`config.mk`:
```
export PLATFORM = sky130hd
export DESIGN_NAME = hazard_ctrl
export DESIGN_NICKNAME = d
export VERILOG_FILES = /design/src/rtl/hazard_ctrl.sv
export SDC_FILE = /design/constraint.sdc
export NUM_CORES = 1
export LEC_CHECK = 0
export CORE_MARGIN = 3
export CORE_UTILIZATION = 35
export DETAILED_ROUTE_END_ITERATION = 8
export PLACE_DENSITY = 0.71
export SYNTH_ARGS = -nofsm -noshare
export SYNTH_HDL_FRONTEND = slang
export SYNTH_SLANG_ARGS = --single-unit
export TNS_END_PERCENT = 1
```
`constraint.sdc`:
```
create_clock -name clk -period 1.95 [get_ports clk]
set_input_delay 0.195 -clock clk [delete_from_list [all_inputs] [get_ports clk]]
set_output_delay 0.195 -clock clk [all_outputs]
set_load 0.01 [all_outputs]
```
`src/rtl/hazard_ctrl.sv`:
```
// hazard_ctrl: pipeline stall/flush control with multi-cycle mul/div handshake,
// timeout abort and saturating performance counters.
module hazard_ctrl #(
  parameter int CNT_W      = 16,
  parameter int MD_TIMEOUT = 63
) (
  input  logic             clk,
  input  logic             rst,
  input  logic [4:0]       id_rs1,
  input  logic [4:0]       id_rs2,
  input  logic             id_uses_rs1,
  input  logic             id_uses_rs2,
  input  logic [4:0]       ex_rd,
  input  logic             ex_mem_read,
  input  logic             ex_muldiv,
  input  logic             md_done,
  input  logic             mem_redirect,
  output logic             pc_load,
  output logic             if_id_load,
  output logic             id_ex_load,
  output logic             ex_mem_load,
  output logic             if_id_flush,
  output logic             id_ex_flush,
  output logic             ex_mem_flush,
  output logic             md_start,
  output logic             md_abort,
  output logic             md_err,
  output logic [CNT_W-1:0] stall_cycles,
  output logic [CNT_W-1:0] flush_count
);
  localparam int TW = $clog2(MD_TIMEOUT + 1);
  typedef enum logic {RUN, MD_WAIT} state_t;
  state_t state, state_nxt;
  logic [TW-1:0] tmo, tmo_nxt;
  logic sup, sup_nxt, load_use, timeout;
  assign load_use = ex_mem_read && ex_rd != 5'd0 &&
                    ((id_uses_rs1 && id_rs1 == ex_rd) || (id_uses_rs2 && id_rs2 == ex_rd));
  assign timeout = rst && !mem_redirect && state == MD_WAIT && !md_done && tmo == TW'(MD_TIMEOUT - 1);
  always_comb begin
    pc_load = 1'b1;
    if_id_load = 1'b1;
    id_ex_load = 1'b1;
    ex_mem_load = 1'b1;
    if_id_flush = 1'b0;
    id_ex_flush = 1'b0;
    ex_mem_flush = 1'b0;
    md_start = 1'b0;
    md_abort = 1'b0;
    state_nxt = state;
    tmo_nxt = tmo;
    sup_nxt = 1'b0;
    if (rst) begin
      if (mem_redirect) begin
        if_id_flush = 1'b1;
        id_ex_flush = 1'b1;
        ex_mem_flush = 1'b1;
        md_abort = state == MD_WAIT;
        state_nxt = RUN;
        tmo_nxt = '0;
      end else if (state == MD_WAIT) begin
        pc_load = 1'b0;
        if_id_load = 1'b0;
        id_ex_load = 1'b0;
        if (md_done) begin
          state_nxt = RUN;
          tmo_nxt = '0;
          sup_nxt = 1'b1;
        end else if (timeout) begin
          md_abort = 1'b1;
          id_ex_load = 1'b1;
          id_ex_flush = 1'b1;
          ex_mem_flush = 1'b1;
          state_nxt = RUN;
          tmo_nxt = '0;
        end else begin
          ex_mem_flush = 1'b1;
          tmo_nxt = tmo + 1'b1;
        end
      end else if (ex_muldiv && !sup) begin
        // the div stays in ID_EX one more cycle after completion; sup blocks a restart
        md_start = 1'b1;
        pc_load = 1'b0;
        if_id_load = 1'b0;
        id_ex_load = 1'b0;
        ex_mem_flush = !md_done;
        sup_nxt = md_done;
        state_nxt = md_done ? RUN : MD_WAIT;
      end else if (load_use) begin
        pc_load = 1'b0;
        if_id_load = 1'b0;
        id_ex_flush = 1'b1;
      end
    end
  end
  always_ff @(posedge clk) begin
    if (!rst) begin
      state <= RUN;
      tmo <= '0;
      sup <= 1'b0;
      md_err <= 1'b0;
      stall_cycles <= '0;
      flush_count <= '0;
    end else begin
      state <= state_nxt;
      tmo <= tmo_nxt;
      sup <= sup_nxt;
      md_err <= md_err | timeout;
      if (!pc_load && stall_cycles != '1) stall_cycles <= stall_cycles + 1'b1;
      if (mem_redirect && flush_count != '1) flush_count <= flush_count + 1'b1;
    end
  end
endmodule

```
; After elaboration in Yosys (flattened, before gate mapping)
; Cells that the tools add are included.
[word_totals]
register_bits = 41
latchBits = 0
ramBits = 0
rom_bits = 0
wordCells = 73
memories = 0
[op_classes]
addsub = 3
mul = 0
div = 0
n_lt_le_gt_ge = 0
eq_ne = 5
shift = 0
muxes = 39
bitwise = 2
n_reduce_logical = 18
[ops]
columns = cell, n
row1 = 2-to-1 mux 1 bit, 37
row2 = adder 16 x 1 -> 16 bit (second input constant), 2
row3 = != test 16 bit (second input constant), 2
row4 = 2-to-1 mux 6 bit, 2
row5 = logical AND 1 bit, 11
row6 = equality test 5 bit, 2
row7 = adder 6 x 1 -> 6 bit (second input constant), 1
row8 = equality test 6 bit (second input constant), 1
row9 = nonzero test 5 bit, 1
row10 = logical NOT 1 bit, 4
row11 = OR reduction 2 bit, 1
row12 = logical OR 1 bit, 1
row13 = inverter 1 bit, 1
row14 = bitwise OR 1 bit, 1

; Depth between registers and ports, before layout
; Gate-level depths: netlist of the first run.
[depth]
depth_word = 11
depth_mapped = 8

; Worst setup path before layout of the first run
; OpenSTA, ideal clock, no wires.
[synth_path]
path_type = register -> register
start = reg stall_cycles[0]
end = reg stall_cycles[6]
setup_time_ps = 71
arrival_ps = 1688
required_time_ps = 1879
slack_ps = 191
path_stages_with_launch = 8
path_buffers = 0
period_less_slack_ps = 1759
cell_sequence = dfxtp_1 > ha_1 > nand3_1 > nor2b_1 > a221oi_2 > nand2_1 > or4_1 > a21oi_1
[synth_between]
elab_chain_len = 2
word_cells_on_any_way = 3
[synth_rtl]
columns = item, line_no
row1 = start: declaration, 28  ; output logic [CNT_W-1:0] stall_cycles,
row2 = start signal: assignment, 108  ; if (!pc_load && stall_cycles != '1) stall_cycles <= stall_cycles + 1'b1;
row3 = branches (longest 2 deep; another with adder 16 x 1 -> 16 bit), -
; Parallel ways; which one is timed is not known.
; A chain may end at the register's enable or synchronous reset.

; Worst setup path after layout of the first run
[layout_path]
start = in ex_rd[2]
end = out id_ex_flush
[layout_between]
elab_chain_len = 9
word_cells_on_any_way = 13
[layout_rtl]
columns = item, line_no
row1 = start: declaration, 13  ; input logic [4:0] ex_rd,
row2 = equality test 5 bit, 37  ; ((id_uses_rs1 && id_rs1 == ex_rd) || (id_uses_rs2 && id_rs2 == ex_rd));
row3 = logical AND 1 bit, 37
row4 = logical OR 1 bit, 37
row5 = logical AND 1 bit (*), 36  ; assign load_use = ex_mem_read && ex_rd != 5'd0 &&
row6 = 2-to-1 mux 1 bit (*), 88  ; end else if (load_use) begin
row7 = 2-to-1 mux 1 bit (*), 79  ; end else if (ex_muldiv && !sup) begin
row8 = 2-to-1 mux 1 bit (*), 60  ; end else if (state == MD_WAIT) begin
row9 = 2-to-1 mux 1 bit (*), 53  ; if (mem_redirect) begin
row10 = 2-to-1 mux 1 bit (*), 52  ; if (rst) begin
row11 = end: declaration, 23  ; output logic id_ex_flush,
; Mark *: on every way between the ends. The rest lies on a longest branch, timed or not.

==> impl_metrics.py, run 1 <==
metrics = {
    "power_and_ir_drop": {
        "p_int_mw": 1.30,
        "switching_share_pct": 24.6,
        "total_power_mw": 1.73,
        "power_leakage_nw": 1.35,
        "max-vdd-ir-drop_uv": 339,
        "power_density_nw_per_um2": 515,
        "p_seq_share_pct": 49.3,
        "power_frac_clock_pct": 36.4,
        "p_comb_share_pct": 14.3,
        "p_sw_mw": 0.426,
    },
    "grt": {
        "grt_max_degree": 24,
        "grt_overflow": 0,
        "grt.total_usage_pct": 16.6,
        "grt_pass1_vias": 2239,
        "grt_pass1_wl_mm": 10.1,
        "antenna_found_initial": 0,
    },
    "timing": {
        "hold_viol_final": 0,
        "setup_tns_ps": 0,
        "hold-worst-slack_ps": 471,
        "finalCritPeriodShare_pct": 97.4,
        "skew_ps": 11.9,
        "maxSlewViolCount": 0,
        "rsz0062_at_grt": "false",
        "fin_crit_ps": 1900,
        "fmax_mhz": 526,
        "finalSetupViolCount": 0,
    },
    "detailed_routing": {
        "vias_per_cell": 5.17,
        "drt_iter0_drc": 133,
        "routedWlPerCell_um": 13.7,
        "detail-route-antenna-nets": 0,
        "drt-pass1-iter-count": 6,
        "drt_wl_total_mm": 5.90,
        "drc_errors": 0,
        "dr_total_vias": 2225,
    },
    "yosys": {
        "syn_area_um2": 2150,
        "synth_edf_count": 0,
        "synthTopCellsByArea": "dfxtp_1, xnor2_1, nor2_1, nand2_1, xor2_1",
        "yosys_warnings": 0,
        "seq_area_frac_synth_pct": 38.1,
        "async_flop_share_pct": 0,
        "synth_flop_cell": "dfxtp_1",
        "synth_fp_nets": 285,
        "synth_seq_cells": 41,
        "synth_cell_types": 46,
        "yosys.area.top_type": "dfxtp_1",
        "syn-instance-count": 258,
        "syn_area_per_cell_um2": 8.35,
        "yosysTopAreaCellShare_pct": 38.1,
        "ys_top_cells_by_count": "dfxtp_1, nor2_1, nand2_1",
        "synth_most_common_cell": "dfxtp_1",
    },
    "final_layout": {
        "fin_cells": 430,
        "syn2layout_area_growth_pct": 55.7,
        "drive_gt1_share_pct": 22.6,
        "antenna_cells": 0,
        "design_area_um2": 3350,
        "fin_nets": 384,
    },
    "place": {
        "dp_hpwl_mm": 4.22,
        "postPlaceCellArea_um2": 3090,
        "dp_cells": 420,
        "gp_congestion": 0.785,
        "placement.io_buffers": 63,
    },
    "setup_path": {
        "crit_chain": "dlygate4sd2_1 -> or4_4 -> o21ai_4 -> nor4_2 -> o31a_1 -> buf_2",
        "arrival_ps": 1700,
        "critical_path_buf_inv_count": 2,
        "endpoint_kind": "output port",
        "crit_type": "primary input to output port",
        "required_ps": 1750,
        "cp_slowest_stage_delay_ps": 560,
        "r2r_slack_ps": 140,
        "cpMaxStageDelayCell": "or4_4",
        "critPathMaxFanout": 3,
        "critPathTopFamily": "simple AND/OR/NAND/NOR gates",
        "start_kind": "primary input",
    },
    "clocking": {
        "clk_pin_slew_ps": 90,
        "clock_latency_ps": 280,
        "cts_tree": "done",
        "htree_levels": 2,
        "root_buffer": "clkbuf_8",
        "cts_buffer_depth": 2,
        "cts_buffers": 5,
        "cts_sinks": 41,
    },
    "hold_path": {
        "hp-class": "register to register",
    },
    "floorplan": {
        "boundaryPins": 65,
        "start_util_pct": 37.5,
        "num_rows": 27,
        "core_area_um2": 5740,
        "fp.dieW_um": 84.5,
        "die-area_um2": 7130,
        "dieHeight_um": 84.5,
    },
    "job": {
        "maxCapViolCount": 0,
    },
    "run_status": {
        "outcome": "completed",
    },
}
-- worst paths after layout --
| path | end | cells after the start | start |
|---|---|---|---|
| max reg2reg | stall_cycles[7] | 7 | stall_cycles[10] |
| min reg2reg | md_err | 2 | md_err |
| min | md_err | 2 | md_err |
| max | id_ex_flush | 6 | ex_rd[2] |
-- logic make-up (layout without fill, tap and decap cells) --
logic type,after synthesis,in the layout,share of synthesized area (%)
and+or+nand+nor,124,124,29.8
AOI/OAI and AO/OA,44,44,13.5
DFF,41,41,38.1
xor gates and xnor gates,24,24,9.76
buffers and inverters,14,114,3.54
muxes,6,6,2.79
adders and majority gates,4,4,2.32
other,1,1,0.174
-- repair_timing --
item,in CTS,in global routing
buffers inserted,1,1
hold buffers,0,0
endpoints found under the setup margin,22,18
resized for setup,33,31
pin swaps,7,15
-- sequential cells by signal, summed over array words and instances (netlist names) --
register / cells
flush_count: 16
stall_cycles: 16
tmo: 6
md_err: 1
state: 1
sup: 1
-- power by group through the flow --
stage | combinational (mW) | sequential (mW) | clock (mW)
4_1_cts | 0.231 | 0.851 | 0.641
3_3_place_gp | 0.221 | 0.871 | 0
5_1_grt | 0.269 | 0.853 | 0.676
2_1_floorplan | 0.0929 | 0.873 | 0
6_report | 0.248 | 0.851 | 0.630
3_5_place_dp | 0.225 | 0.871 | 0
-- metal layers --
layer / GRT usage (%) / up-vias / wire length [µm]
met4: 2.88 / 0 / 34
met5: 0 / - / 0
li1: - / 1124 / -
met1: 22.7 / 1038 / 2830
met2: 27.5 / 57 / 2750
met3: 3.34 / 6 / 285
-- cells in the final DEF (no fill, tap or decap), types with 3 or more instances in the layout --
cell type,count
nor2_1,28
nand4_1,10
dfxtp_2,5
a21oi_2,3
xnor2_2,3
o31ai_1,8
o211ai_1,3
clkdlybuf4s50_1,43
a21oi_1,7
xor2_1,11
and2_1,4
clkbuf_8,7
xnor2_1,10
ha_1,4
dlygate4sd2_1,8
o21ai_0,11
mux2i_1,6
inv_1,3
dlymetal6s2s_1,9
and3_1,9
dfxtp_1,35
nor3_1,3
buf_4,38
nand3_1,12
nand2_1,25
nand2b_1,6
or3_1,3
-- worst reg2reg max path, stage by stage, from the launching register on --
cell,delay [ps]
dfxtp_2,340
and3_2,240
and3_1,210
a221oi_4,260
buf_4,160
nand3_1,80
or3_1,340
a21oi_2,140
-- stage by stage --
stage	util, %	worst slack (ps)
6_report	58.4	50.2
5_1_grt	58.4	0.331
4_1_cts	56.4	-32.9
3_5_place_dp	53.8	-522
3_3_place_gp	53.8	-441
2_1_floorplan	-	191
-- final cells by class --
| type | instances | area, µm² |
|---|---|---|
| Fill cell | 533 | 2390 |
| Multi-Input combinational cell | 203 | 1380 |
| Timing Repair Buffer | 102 | 931 |
| Sequential cell | 41 | 831 |
| Clock buffer | 7 | 96.3 |
| Tap cell | 72 | 90.1 |
| Inverter | 4 | 15.0 |
| Clock inverter | 1 | 8.76 |
Note: power is estimated with default switching activity, not from simulation.
==> inputs of run 2 (changes only) <==
--- a/config.mk
+++ b/config.mk
@@ -9,6 +9,7 @@
 export CORE_UTILIZATION = 35
 export DETAILED_ROUTE_END_ITERATION = 8
 export PLACE_DENSITY = 0.71
+export REMOVE_ABC_BUFFERS = 1
 export SYNTH_ARGS = -nofsm -noshare
 export SYNTH_HDL_FRONTEND = slang
 export SYNTH_SLANG_ARGS = --single-unit
==> impl_metrics.py, run 2 (synthesis gave the netlist of run 1 again) <==
metrics = {
    "power_and_ir_drop": {
        "p_comb_share_pct": 13.6,
        "power_frac_clock_pct": 37.9,
        "switching_share_pct": 23.2,
        "power_leakage_nw": 1.35,
        "max-vdd-ir-drop_uv": 404,
        "p_int_mw": 1.35,
        "p_seq_share_pct": 48.6,
        "p_sw_mw": 0.407,
        "power_density_nw_per_um2": 528,
    },
    "floorplan": {
        "core_area_um2": 5740,
        "die-area_um2": 7130,
        "fp.dieW_um": 84.5,
        "start_util_pct": 37.5,
        "dieHeight_um": 84.5,
        "num_rows": 27,
        "boundaryPins": 65,
    },
    "final_layout": {
        "antenna_cells": 0,
        "seqCellArea_um2": 828,
        "fillers": 511,
        "drive_gt1_share_pct": 20.2,
        "multi_input_area_um2": 1340,
        "fin_nets": 383,
        "fin_cells": 428,
        "syn2layout_area_growth_pct": 53.9,
        "design_area_um2": 3320,
        "final_cell_mix": "clkdlybuf4s50_1, dfxtp_1, buf_4",
        "top_regs": "flush_count: 16 flops, stall_cycles: 16 flops, tmo: 6 flops",
        "layout_commonest_cell": "clkdlybuf4s50_1",
    },
    "clocking": {
        "cts_sinks": 41,
        "clk_pin_slew_ps": 80,
        "root_buffer": "clkbuf_8",
        "ctsHoldBuffers": 0,
        "cts_buffer_depth": 2,
        "cts_buffers": 5,
        "clock_latency_ps": 290,
        "cts_tree": "done",
        "htree_levels": 2,
    },
    "run_status": {
        "outcome": "finished, violations left",
        "violations": "negative setup slack",
    },
    "detailed_routing": {
        "drt-pass1-iter-count": 4,
        "drt_wl_total_mm": 5.90,
        "routedWlPerCell_um": 13.8,
        "vias_per_cell": 5.18,
        "drt_iter0_drc": 123,
        "dr_total_vias": 2215,
        "detail-route-antenna-nets": 0,
        "drc_errors": 0,
    },
    "timing": {
        "skew_ps": 4.08,
        "hold_viol_final": 0,
        "fin_ws_ps": -2.84,
        "finalCritPeriodShare_pct": 100,
        "finalSetupViolCount": 1,
        "maxSlewViolCount": 0,
        "fin_crit_ps": 1950,
        "setup_tns_ps": -2.84,
        "fmax_mhz": 512,
    },
    "place": {
        "postPlaceCellArea_um2": 3080,
        "dp_hpwl_mm": 4.30,
        "gp_congestion": 0.905,
        "dp_cells": 418,
        "dp_slack_ps": -490,
        "placement.io_buffers": 63,
    },
    "grt": {
        "antenna_found_initial": 0,
        "grt_max_degree": 24,
        "grt_pass1_vias": 2117,
        "grt_pass1_wl_mm": 9.74,
        "grt.total_usage_pct": 16.4,
        "grt_overflow": 0,
    },
    "setup_path": {
        "required_ps": 1750,
        "arrival_ps": 1760,
        "start_kind": "primary input",
        "critPathMaxFanout": 3,
        "endpoint_kind": "output port",
        "crit_type": "primary input to output port",
    },
    "hold_path": {
        "hp-class": "register to register",
    },
    "job": {
        "maxCapViolCount": 0,
    },
}
==> run 2: timing repair <==
action	in CTS	in global routing
endpoints found under the hold margin	0	0
pin swaps	3	15
gates resized for setup	31	24
setup endpoints to repair	14	15
cloned	0	0
setup buffers	2	1
==> run 2: final timing paths <==
kind,end,slack (ps),startpoint,cells after the start
worst max-delay path,id_ex_flush,-3,ex_rd[1],6
worst min register to register,tmo[4],470,tmo[4],1
worst max register to register,stall_cycles[6],100,stall_cycles[1],7
worst min-delay path,tmo[4],470,tmo[4],1
==> run 2: final cells by class <==
type | instances | share of cell area (%)
Inverter | 4 | 0.453
Sequential cell | 41 | 25.0
Timing Repair Buffer | 101 | 28.3
Tap cell | 72 | 2.72
Clock inverter | 2 | 1.06
Multi-Input combinational cell | 203 | 40.4
Clock buffer | 5 | 2.08
==> run 2: routing by layer <==
| metal | part of all wire [%] | track usage (%) | vias to the layer above | wire length [µm] |
|---|---|---|---|---|
| li1 | - | - | 1122 | - |
| met1 | 46 | 20.9 | 1031 | 2730 |
| met2 | 48 | 27.0 | 60 | 2810 |
| met3 | 5.6 | 4.91 | 2 | 333 |
| met4 | 0.37 | 4.17 | 0 | 22 |
| met5 | 0 | 0 | - | 0 |
==> run 2: power by group through the flow <==
stage               clock network [mW]  logic, mW  registers (mW)
finish                           0.663      0.238           0.851
global route                     0.710      0.259           0.853
CTS                              0.682      0.226           0.852
detailed placement                   0      0.221           0.872
global placement                     0      0.219           0.871
floorplan                            0     0.0775           0.873
==> run 2: per-stage QoR <==
step	hold WS, ps	power [mW]	utilization [%]
3_5_place_dp	457	1.09	53.6
4_1_cts	470	1.76	56.0
6_report	469	1.75	57.7
2_1_floorplan	306	0.951	-
3_3_place_gp	457	1.09	53.6
5_1_grt	489	1.82	57.7
==> run 2: worst max-delay path, stage by stage <==
cell	delay, ps
dlygate4sd2_1	280
or4_4	560
o21ai_2	200
nor4_2	70
o31a_1	230
clkdlybuf4s15_2	230
==> inputs of run 3 (changes only) <==
--- a/config.mk
+++ b/config.mk
@@ -10,6 +10,7 @@
 export DETAILED_ROUTE_END_ITERATION = 8
 export PLACE_DENSITY = 0.71
 export REMOVE_ABC_BUFFERS = 1
+export SLEW_MARGIN = 25
 export SYNTH_ARGS = -nofsm -noshare
 export SYNTH_HDL_FRONTEND = slang
 export SYNTH_SLANG_ARGS = --single-unit
==> results of run 3 <==
Final layout, timing and power as in run 2 (identical DEF).
